$ cat config.mk
export PLATFORM = sky130hd
export DESIGN_NAME = enum_stepper
export DESIGN_NICKNAME = d
export VERILOG_FILES = /design/src/rtl/enum_stepper.sv
export SDC_FILE = /design/constraint.sdc
export NUM_CORES = 1
export LEC_CHECK = 0
export CAP_MARGIN = 10
export CORE_MARGIN = 10
export CORE_UTILIZATION = 45
export CTS_CLUSTER_SIZE = 10
export DETAILED_ROUTE_END_ITERATION = 10
export PLACE_DENSITY = 0.79
export SYNTH_ARGS = -nofsm -noshare
export SYNTH_HDL_FRONTEND = slang
export SYNTH_SLANG_ARGS = --single-unit
$ cat constraint.sdc
create_clock -name clk -period 6.9 [get_ports clk]
set_input_delay 1.38 -clock clk [delete_from_list [all_inputs] [get_ports clk]]
set_output_delay 1.38 -clock clk [all_outputs]
set_load 0.05 [all_outputs]
$ cat src/rtl/enum_stepper.sv
// Enum value holder over a parameterised member table: cast, forced assignment, next(k)/prev(k) with wrap.
// One-cycle response for SET/FORCE/no-op steps; k-step walks take k+1 cycles, cmd_ready low while walking.
module enum_stepper #(
  parameter int WIDTH = 60,
  parameter int COUNT = 3,
  parameter logic [COUNT*WIDTH-1:0] CODES = {60'hFFF, 60'h1234_4567_abcd, 60'h1},
  parameter int STEPW = 8,
  parameter int IW = $clog2(COUNT)
) (
  input  logic             clk,
  input  logic             rst,
  input  logic             cmd_valid,
  output logic             cmd_ready,
  input  logic [1:0]       cmd_op,
  input  logic [WIDTH-1:0] cmd_arg,
  output logic [WIDTH-1:0] value,
  output logic [IW-1:0]    index,
  output logic             known,
  output logic             rsp_valid,
  output logic             rsp_ok
);

  typedef enum logic {IDLE, STEP} state_t;

  localparam logic [1:0] OP_SET   = 2'd0;
  localparam logic [1:0] OP_PREV  = 2'd2;
  localparam logic [1:0] OP_FORCE = 2'd3;

  state_t            state;
  logic              ready_q;
  logic              dir_prev;
  logic [STEPW-1:0]  rem;
  logic [WIDTH-1:0]  code_tab [COUNT];
  logic              hit;
  logic [IW-1:0]     hit_idx;
  logic [IW-1:0]     nxt_idx;
  logic [IW-1:0]     prv_idx;
  logic [IW-1:0]     step_idx;
  logic [STEPW-1:0]  k;

  for (genvar g = 0; g < COUNT; g++) begin : g_tab
    assign code_tab[g] = CODES[g*WIDTH +: WIDTH];
  end

  // Descending scan so the lowest matching index wins on duplicate codes.
  always_comb begin
    hit     = 1'b0;
    hit_idx = '0;
    for (int i = COUNT - 1; i >= 0; i--) begin
      if (code_tab[i] == cmd_arg) begin
        hit     = 1'b1;
        hit_idx = IW'(i);
      end
    end
  end

  assign nxt_idx   = (index == IW'(COUNT - 1)) ? '0 : index + 1'b1;
  assign prv_idx   = (index == '0) ? IW'(COUNT - 1) : index - 1'b1;
  assign step_idx  = dir_prev ? prv_idx : nxt_idx;
  assign k         = cmd_arg[STEPW-1:0];
  assign cmd_ready = ready_q & ~rst;

  always_ff @(posedge clk) begin
    if (rst) begin
      state     <= IDLE;
      ready_q   <= 1'b1;
      value     <= code_tab[0];
      index     <= '0;
      known     <= 1'b1;
      rsp_valid <= 1'b0;
      rsp_ok    <= 1'b0;
      rem       <= '0;
      dir_prev  <= 1'b0;
    end else begin
      rsp_valid <= 1'b0;
      case (state)
        IDLE: begin
          if (cmd_valid && ready_q) begin
            case (cmd_op)
              OP_SET: begin
                rsp_valid <= 1'b1;
                rsp_ok    <= hit;
                if (hit) begin
                  value <= cmd_arg;
                  index <= hit_idx;
                  known <= 1'b1;
                end
              end
              OP_FORCE: begin
                value     <= cmd_arg;
                index     <= hit_idx;
                known     <= hit;
                rsp_valid <= 1'b1;
                rsp_ok    <= hit;
              end
              default: begin
                dir_prev <= (cmd_op == OP_PREV);
                if (known && k != '0) begin
                  state   <= STEP;
                  ready_q <= 1'b0;
                  rem     <= k;
                end else begin
                  rsp_valid <= 1'b1;
                  rsp_ok    <= known;
                end
              end
            endcase
          end
        end
        STEP: begin
          // One member per edge so intermediate values are observable.
          index <= step_idx;
          value <= code_tab[step_idx];
          rem   <= rem - 1'b1;
          if (rem == STEPW'(1)) begin
            state     <= IDLE;
            ready_q   <= 1'b1;
            rsp_valid <= 1'b1;
            rsp_ok    <= 1'b1;
          end
        end
        default: state <= IDLE;
      endcase
    end
  end

endmodule

==> results of run 1 <==
final cells by class:
cell class / count / area [µm²]
Clock buffer: 11 / 141
Clock inverter: 5 / 108
Fill cell: 684 / 2850
Inverter: 11 / 41.3
Multi-Input combinational cell: 321 / 2020
Sequential cell: 76 / 1520
Tap cell: 105 / 131
Timing Repair Buffer: 135 / 1360
state kept, by name (all words and copies together), names as in the netlist:
signal,count
known,1
index,2
rem,8
rsp_valid,1
state,1
ready_q,1
dir_prev,1
rsp_ok,1
value,60
critical path, delay by kind of cell:
| kind | cells | cell delay, ns |
|---|---|---|
| and+or+nand+nor | 3 | 1.20 |
| AOI/OAI and AO/OA | 3 | 1.72 |
| buffers and inverters | 1 | 0.51 |
routing by layer:
layer | up-vias | part of all wire, % | track usage, %
met3 | 18 | 7.1 | 5.57
met5 | - | 0 | 0
met1 | 1929 | 41 | 23.3
met4 | 0 | 2.4 | 7.80
met2 | 161 | 49 | 30.8
li1 | 1916 | - | -
cells by family (layout without fill, tap and decap cells):
| group | count (synthesis) | count (layout) | share of synthesized area, % |
|---|---|---|---|
| simple gates | 166 | 166 | 22.3 |
| flops | 76 | 76 | 40.6 |
| compound gates | 143 | 143 | 27.2 |
| fa+ha+maj | 10 | 10 | 3.34 |
| buf+inv | 54 | 162 | 6.02 |
| mux | 2 | 2 | 0.535 |
synth_stat cells (2+ instances only):
cell type	instances
sky130_fd_sc_hd__o21a_1	3
sky130_fd_sc_hd__o211a_1	2
sky130_fd_sc_hd__ha_1	10
sky130_fd_sc_hd__inv_1	11
sky130_fd_sc_hd__o22ai_1	2
sky130_fd_sc_hd__nand4_1	10
sky130_fd_sc_hd__nand3_1	66
sky130_fd_sc_hd__a211oi_1	7
sky130_fd_sc_hd__buf_6	2
sky130_fd_sc_hd__mux2i_1	2
sky130_fd_sc_hd__and2_1	2
sky130_fd_sc_hd__nor4_1	12
sky130_fd_sc_hd__clkbuf_1	37
sky130_fd_sc_hd__a31oi_1	3
sky130_fd_sc_hd__o21ai_0	10
sky130_fd_sc_hd__dfxtp_1	76
sky130_fd_sc_hd__o2111ai_1	3
sky130_fd_sc_hd__o211ai_1	35
sky130_fd_sc_hd__o311a_1	26
sky130_fd_sc_hd__and3_1	2
sky130_fd_sc_hd__nor2b_1	2
sky130_fd_sc_hd__nand2_1	19
sky130_fd_sc_hd__nor3_1	5
sky130_fd_sc_hd__a21oi_1	44
sky130_fd_sc_hd__buf_2	3
sky130_fd_sc_hd__nor2_1	39
worst max-delay path by stage:
stage	endpoint	start	depth (start not counted)	slack (ns)
final	value[1]$_SDFFE_PP0P_	cmd_arg[1]	7	2.30
after floorplan	cmd_ready	rst	1	3.45
after detailed placement	value[6]$_SDFFE_PP0P_	cmd_arg[1]	7	2.00
after global routing	value[1]$_SDFFE_PP0P_	cmd_arg[1]	7	2.05
after CTS	value[1]$_SDFFE_PP0P_	cmd_arg[1]	7	2.35
after global placement	value[5]$_SDFFE_PP0P_	cmd_arg[1]	7	2.03
per-stage QoR:
stage                     cells  hold slack (ns)  cell area, µm²
after floorplan             451            0.459            3740
after global placement      647            0.454            5050
after detailed placement    647            0.459            5050
after CTS                   663            0.469            5300
after global routing        664            0.487            5320
final                       664            0.469            5320
power by group through the flow:
stage	logic (mW)	registers (mW)	clock network [mW]
detailed placement	0.380	0.509	0
global placement	0.372	0.509	0
CTS	0.381	0.499	0.425
global route	0.411	0.504	0.443
finish	0.383	0.500	0.421
floorplan	0.148	0.603	0
cell usage in the layout, fill, tap and decap left out, types with 2 or more instances in the layout:
cell type                         Yosys  final
sky130_fd_sc_hd__o211a_1              2      2
sky130_fd_sc_hd__nor3_1               5      5
sky130_fd_sc_hd__clkbuf_8             0     10
sky130_fd_sc_hd__o2111ai_1            3      2
sky130_fd_sc_hd__nand2_1             19     18
sky130_fd_sc_hd__o211ai_1            35     35
sky130_fd_sc_hd__nand3_1             66     66
sky130_fd_sc_hd__inv_1               11     11
sky130_fd_sc_hd__o311a_1             26     26
sky130_fd_sc_hd__bufinv_16            0      3
sky130_fd_sc_hd__nor4_1              12     12
sky130_fd_sc_hd__a21oi_1             44     44
sky130_fd_sc_hd__clkdlybuf4s50_1      0    130
sky130_fd_sc_hd__buf_4                1      4
sky130_fd_sc_hd__and2_1               2      2
sky130_fd_sc_hd__nor2_1              39     39
sky130_fd_sc_hd__and3_1               2      2
sky130_fd_sc_hd__o21ai_0             10     10
sky130_fd_sc_hd__o22ai_1              2      2
sky130_fd_sc_hd__a211oi_1             7      7
sky130_fd_sc_hd__nand4_1             10     10
sky130_fd_sc_hd__o21a_1               3      3
sky130_fd_sc_hd__mux2i_1              2      2
sky130_fd_sc_hd__a31oi_1              3      3
sky130_fd_sc_hd__ha_1                10     10
sky130_fd_sc_hd__dfxtp_1             76     75
==> impl_metrics.json, run 1 <==
{
  "worst-r2r-cell-count": 4,
  "r2r_setup_slack_ns": 4.41,
  "synth_area_per_cell_um2": 8.30,
  "io_buffer_count": 130,
  "drt-vias-per-instance": 6.06,
  "antenna-diode-count": 0,
  "synth_top_cells_by_area": "sky130_fd_sc_hd__dfxtp_1 (41%), sky130_fd_sc_hd__nand3_1 (8.8%), sky130_fd_sc_hd__o211ai_1 (7.0%)",
  "replace_congestion": 0.873,
  "synthToLayoutAreaGrowth_pct": 42.2,
  "swShare_pct": 32.9,
  "critPathLaunchType": "input port",
  "power.net_switching_mw": 0.429,
  "crit-reg2reg-launch": "state$_SDFF_PP0_",
  "wl_per_cell_um": 18.9,
  "final_worst_path_period_share_pct": 66.6,
  "post_synth_instance_area_mm2": 0.00374,
  "tightest_slew_ns": 1.13,
  "netlist_instances": 451,
  "hold-path-cell-count": 2,
  "finalWorstSetupSlack_ns": 2.30,
  "finalCriticalPeriod_ns": 4.60,
  "clock-skew-final_ns": 0.0118,
  "vertical_extent_of_the_die_um": 111,
  "worstPathArrival_ns": 4.83,
  "finalMaxSlewViolations": 0,
  "sequentialPowerShare_pct": 38.3,
  "power_density_mw_per_mm2": 245,
  "endpoint_kind": "flop",
  "setup_viol_count_final": 0,
  "yosys.area.top_type_share_pct": 40.6,
  "power_consumption_mw": 1.30,
  "yosys_warnings": 0,
  "numCtsBuffers": 9,
  "min-delay-path-class": "reg -> reg",
  "cts_hold_buf": 0,
  "synth_edf_count": 0,
  "detail_route.iter0.violations": 300,
  "postSynthNetCount": 526,
  "ctsRootBufferMaster": "sky130_fd_sc_hd__clkbuf_8",
  "synth_area_leader_cell": "sky130_fd_sc_hd__dfxtp_1",
  "slowest_delay_ns": 0.94,
  "worstPathMaxFanout": 35,
  "clk_pin_slew_worst_paths_ns": 0.08,
  "regToRegEndpoint": "value[56]$_SDFFE_PP0P_",
  "clock_network_latency_to_the_later_pin_of_the_worst_skew_pair_ns": 0.35,
  "holdCritStartpoint": "value[52]$_SDFFE_PP0P_",
  "detail_route.first_pass.iterations": 5,
  "layout-drive-gt1-share_pct": 4.65,
  "yosysUniqueCellTypes": 44,
  "maximum_number_of_pins_on_one_net_before_global_route_repair": 80,
  "ys.flop_type": "sky130_fd_sc_hd__dfxtp_1",
  "hold-path-endpoint": "value[52]$_SDFFE_PP0P_",
  "dpl.hpwl_mm": 8.78,
  "dr_total_vias": 4024,
  "normalized_max_slew_margin_pct": 24.6,
  "flip_flop_and_latch_count_after_synthesis": 76,
  "clk_path_buf_depth": 2,
  "placement.setup.worst_slack_ns": 2.00,
  "final_antenna_net_count": 0,
  "grt_overflow": 0,
  "setup-tns-final_ns": 0,
  "fmaxAchievable_mhz": 217,
  "critical_path.cell_chain": "clkdlybuf4s50_1 -> or4_1 -> nor4_1 -> nor4b_4 -> o211a_1 -> o21ai_4 -> o311a_1",
  "layout.nets": 629,
  "postCtsResizedCells": 0,
  "fp.dieArea_mm2": 0.0124,
  "fp.coreArea_mm2": 0.00818,
  "yosysSeqAreaShare_pct": 40.6,
  "grtUsageTotal_pct": 19.1,
  "start_util_pct": 45.8,
  "grt_pass1_wl_mm": 20.2,
  "asyncSetResetFlopFracSynth_pct": 0,
  "clkSinkCount": 76,
  "share_comb_of_total_power_pct": 29.4,
  "number_of_remaining_drc_errors": 0,
  "internal_power_mw": 0.875,
  "utilization_pct": 65.1,
  "io_pins": 131,
  "run_status": "complete, no violations",
  "postCtsSetupBuffers": 0,
  "critPathSlowestCell": "sky130_fd_sc_hd__o211a_1",
  "tritoncts": "built",
  "total_leakage_power_nw": 1.93,
  "max_cap_viol_count": 0,
  "grt_antenna_before_repair": 0,
  "wl_mm": 12.6,
  "hold_viol_final": 0,
  "grt_setup_unrepaired": "false",
  "critical_path_required_ns": 7.13,
  "dieWidth_um": 111,
  "vias_in_the_first_global_route": 3877,
  "cts_htree_levels": 3,
  "vdd_ir_drop_max_mv": 0.125,
  "num_rows": 33,
  "power.share.clock_pct": 32.3,
  "criticalPathCategory": "in -> reg"
}
Power figures use the tool's default switching activity.
==> run 2: changes to the inputs <==
Clock period 6.9 ns to 4.6 ns, I/O delays scaled along.
==> run 2 against run 1 <==
Net effect: total power increased by 35%; count of clock-buffer cells in the layout decreased by 1; wire length decreased by 1.4%; combinational power increased by 50%; critical path depth increased by 1; clock skew decreased by 0.0041 ns; critical path type unchanged; largest cell class unchanged; highest routed layer unchanged.
==> impl_metrics.json, run 2 (synthesized netlist as in run 1, its figures left out) <==
{
  "num_rows": 33,
  "endpoint_kind": "flop",
  "drt-vias-per-instance": 6.03,
  "worstPathArrival_ns": 3.90,
  "fp.coreArea_mm2": 0.00818,
  "worstPathMaxFanout": 37,
  "finalMaxSlewViolations": 0,
  "min-delay-path-class": "reg -> reg",
  "dpl.hpwl_mm": 8.89,
  "critical_path.cell_chain": "clkdlybuf4s50_1 -> or4_1 -> nor4_1 -> nor4b_4 -> o2111ai_4 -> buf_4 -> nand3_1 -> o311a_1",
  "total_leakage_power_nw": 1.89,
  "ctsRootBufferMaster": "sky130_fd_sc_hd__clkbuf_8",
  "final_antenna_net_count": 0,
  "io_buffer_count": 130,
  "largest-register": "value",
  "vias_in_the_first_global_route": 3797,
  "finalCriticalPeriod_ns": 3.61,
  "fp.dieArea_mm2": 0.0124,
  "vertical_extent_of_the_die_um": 111,
  "layout.cells.most_common": "sky130_fd_sc_hd__clkdlybuf4s50_1",
  "antenna-diode-count": 0,
  "vdd_ir_drop_max_mv": 0.188,
  "detail_route.first_pass.iterations": 5,
  "instances_no_fill": 666,
  "clk_pin_slew_worst_paths_ns": 0.08,
  "mostFrequentLayoutCells": "sky130_fd_sc_hd__clkdlybuf4s50_1 (130), sky130_fd_sc_hd__dfxtp_1 (75), sky130_fd_sc_hd__nand3_1 (66)",
  "run_status": "complete, no violations",
  "wl_per_cell_um": 18.6,
  "slowest_delay_ns": 0.57,
  "r2r_setup_slack_ns": 2.15,
  "wl_mm": 12.4,
  "layout.nets": 632,
  "max_cap_viol_count": 0,
  "detail_route.iter0.violations": 305,
  "cp_num_buf_inv": 2,
  "tritoncts": "built",
  "hold-path-endpoint": "value[40]$_SDFFE_PP0P_",
  "cts_hold_buf": 0,
  "largest_registers": "value: 60 flops, rem: 8 flops, index: 2 flops",
  "critical_path_cell_count": 8,
  "power_density_mw_per_mm2": 335,
  "critPathSlowestCell": "sky130_fd_sc_hd__or4_1",
  "hold-path-cell-count": 2,
  "grt_antenna_before_repair": 0,
  "final_worst_path_period_share_pct": 78.4,
  "utilization_pct": 64.0,
  "critPathLaunchType": "input port",
  "grt_setup_unrepaired": "false",
  "crit-reg2reg-launch": "state$_SDFF_PP0_",
  "stdcell_area_mm2": 0.00523,
  "io_pins": 131,
  "setup-tns-final_ns": 0,
  "layout-drive-gt1-share_pct": 4.99,
  "dpl.cell_count": 651,
  "fill_cells": 711,
  "criticalPathCategory": "in -> reg",
  "worst-r2r-cell-count": 4,
  "postCtsSetupBuffers": 0,
  "regToRegEndpoint": "value[48]$_SDFFE_PP0P_",
  "clock-skew-final_ns": 0.00770,
  "clock_network_latency_to_the_later_pin_of_the_worst_skew_pair_ns": 0.35,
  "numCtsBuffers": 9,
  "synthToLayoutAreaGrowth_pct": 39.8,
  "grt_overflow": 0,
  "clk_path_buf_depth": 2,
  "flip_flop_count_of_the_largest_register_after_layout": 60,
  "fmaxAchievable_mhz": 277,
  "grt_pass1_wl_mm": 20.1,
  "power_consumption_mw": 1.75,
  "start_util_pct": 45.8,
  "holdCritStartpoint": "value[40]$_SDFFE_PP0P_",
  "maximum_number_of_pins_on_one_net_before_global_route_repair": 80,
  "number_of_remaining_drc_errors": 0,
  "critical_path_required_ns": 4.89,
  "grtUsageTotal_pct": 19.0,
  "postCtsResizedCells": 0,
  "cp_top_family": "simple AND/OR/NAND/NOR gates",
  "dpl_cell_area_mm2": 0.00508,
  "clkSinkCount": 76,
  "dieWidth_um": 111,
  "setup_viol_count_final": 0,
  "normalized_max_slew_margin_pct": 26.5,
  "cts_htree_levels": 3,
  "hold_viol_final": 0,
  "dr_total_vias": 4016,
  "tightest_slew_ns": 1.10,
  "replace_congestion": 0.858
}
## run 2: layer usage
| layer | track usage (%) | up-vias | share of wire, % |
|---|---|---|---|
| li1 | - | 1918 | - |
| met1 | 23.0 | 1931 | 42 |
| met2 | 31.3 | 150 | 49 |
| met3 | 5.68 | 17 | 7.1 |
| met4 | 6.51 | 0 | 2.1 |
| met5 | 0 | - | 0 |
## run 2: where the power goes
group | leakage [nW] | total, mW | internal, mW | switching, mW
clock network | 0.0779 | 0.432 | 0.190 | 0.242
registers | 0.621 | 0.750 | 0.713 | 0.0364
logic | 1.19 | 0.573 | 0.221 | 0.352
total | 1.89 | 1.75 | 1.12 | 0.631
## run 2: how the worst max path moves through the flow
stage | startpoint | end
3_3_place_gp | cmd_arg[1] | value[6]$_SDFFE_PP0P_
6_report | cmd_arg[1] | value[3]$_SDFFE_PP0P_
3_5_place_dp | cmd_arg[1] | value[3]$_SDFFE_PP0P_
5_1_grt | cmd_arg[0] | value[13]$_SDFFE_PP0P_
2_1_floorplan | cmd_arg[1] | value[10]$_SDFFE_PP0P_
4_1_cts | cmd_arg[1] | value[3]$_SDFFE_PP0P_
## run 2: final cells by class
| class | count | area [µm²] | share of cell area (%) |
|---|---|---|---|
| Tap cell | 105 | 131 | 2.51 |
| Multi-Input combinational cell | 321 | 2020 | 38.6 |
| Sequential cell | 76 | 1520 | 29.1 |
| Clock inverter | 5 | 30.0 | 0.574 |
| Timing Repair Buffer | 138 | 1360 | 26.0 |
| Inverter | 11 | 41.3 | 0.789 |
| Clock buffer | 10 | 128 | 2.44 |
## run 2: worst min-delay path: stages (launching register included)
cell and delay, ns:
sky130_fd_sc_hd__dfxtp_1 0.31, sky130_fd_sc_hd__nand3_1 0.06, sky130_fd_sc_hd__a21oi_1 0.05
## run 2: stage by stage
step | setup WS [ns] | hold WS (ns)
floorplan | 1.76 | 0.459
global placement | 0.727 | 0.453
detailed placement | 0.629 | 0.458
CTS | 0.997 | 0.469
global route | 0.803 | 0.486
finish | 0.993 | 0.464
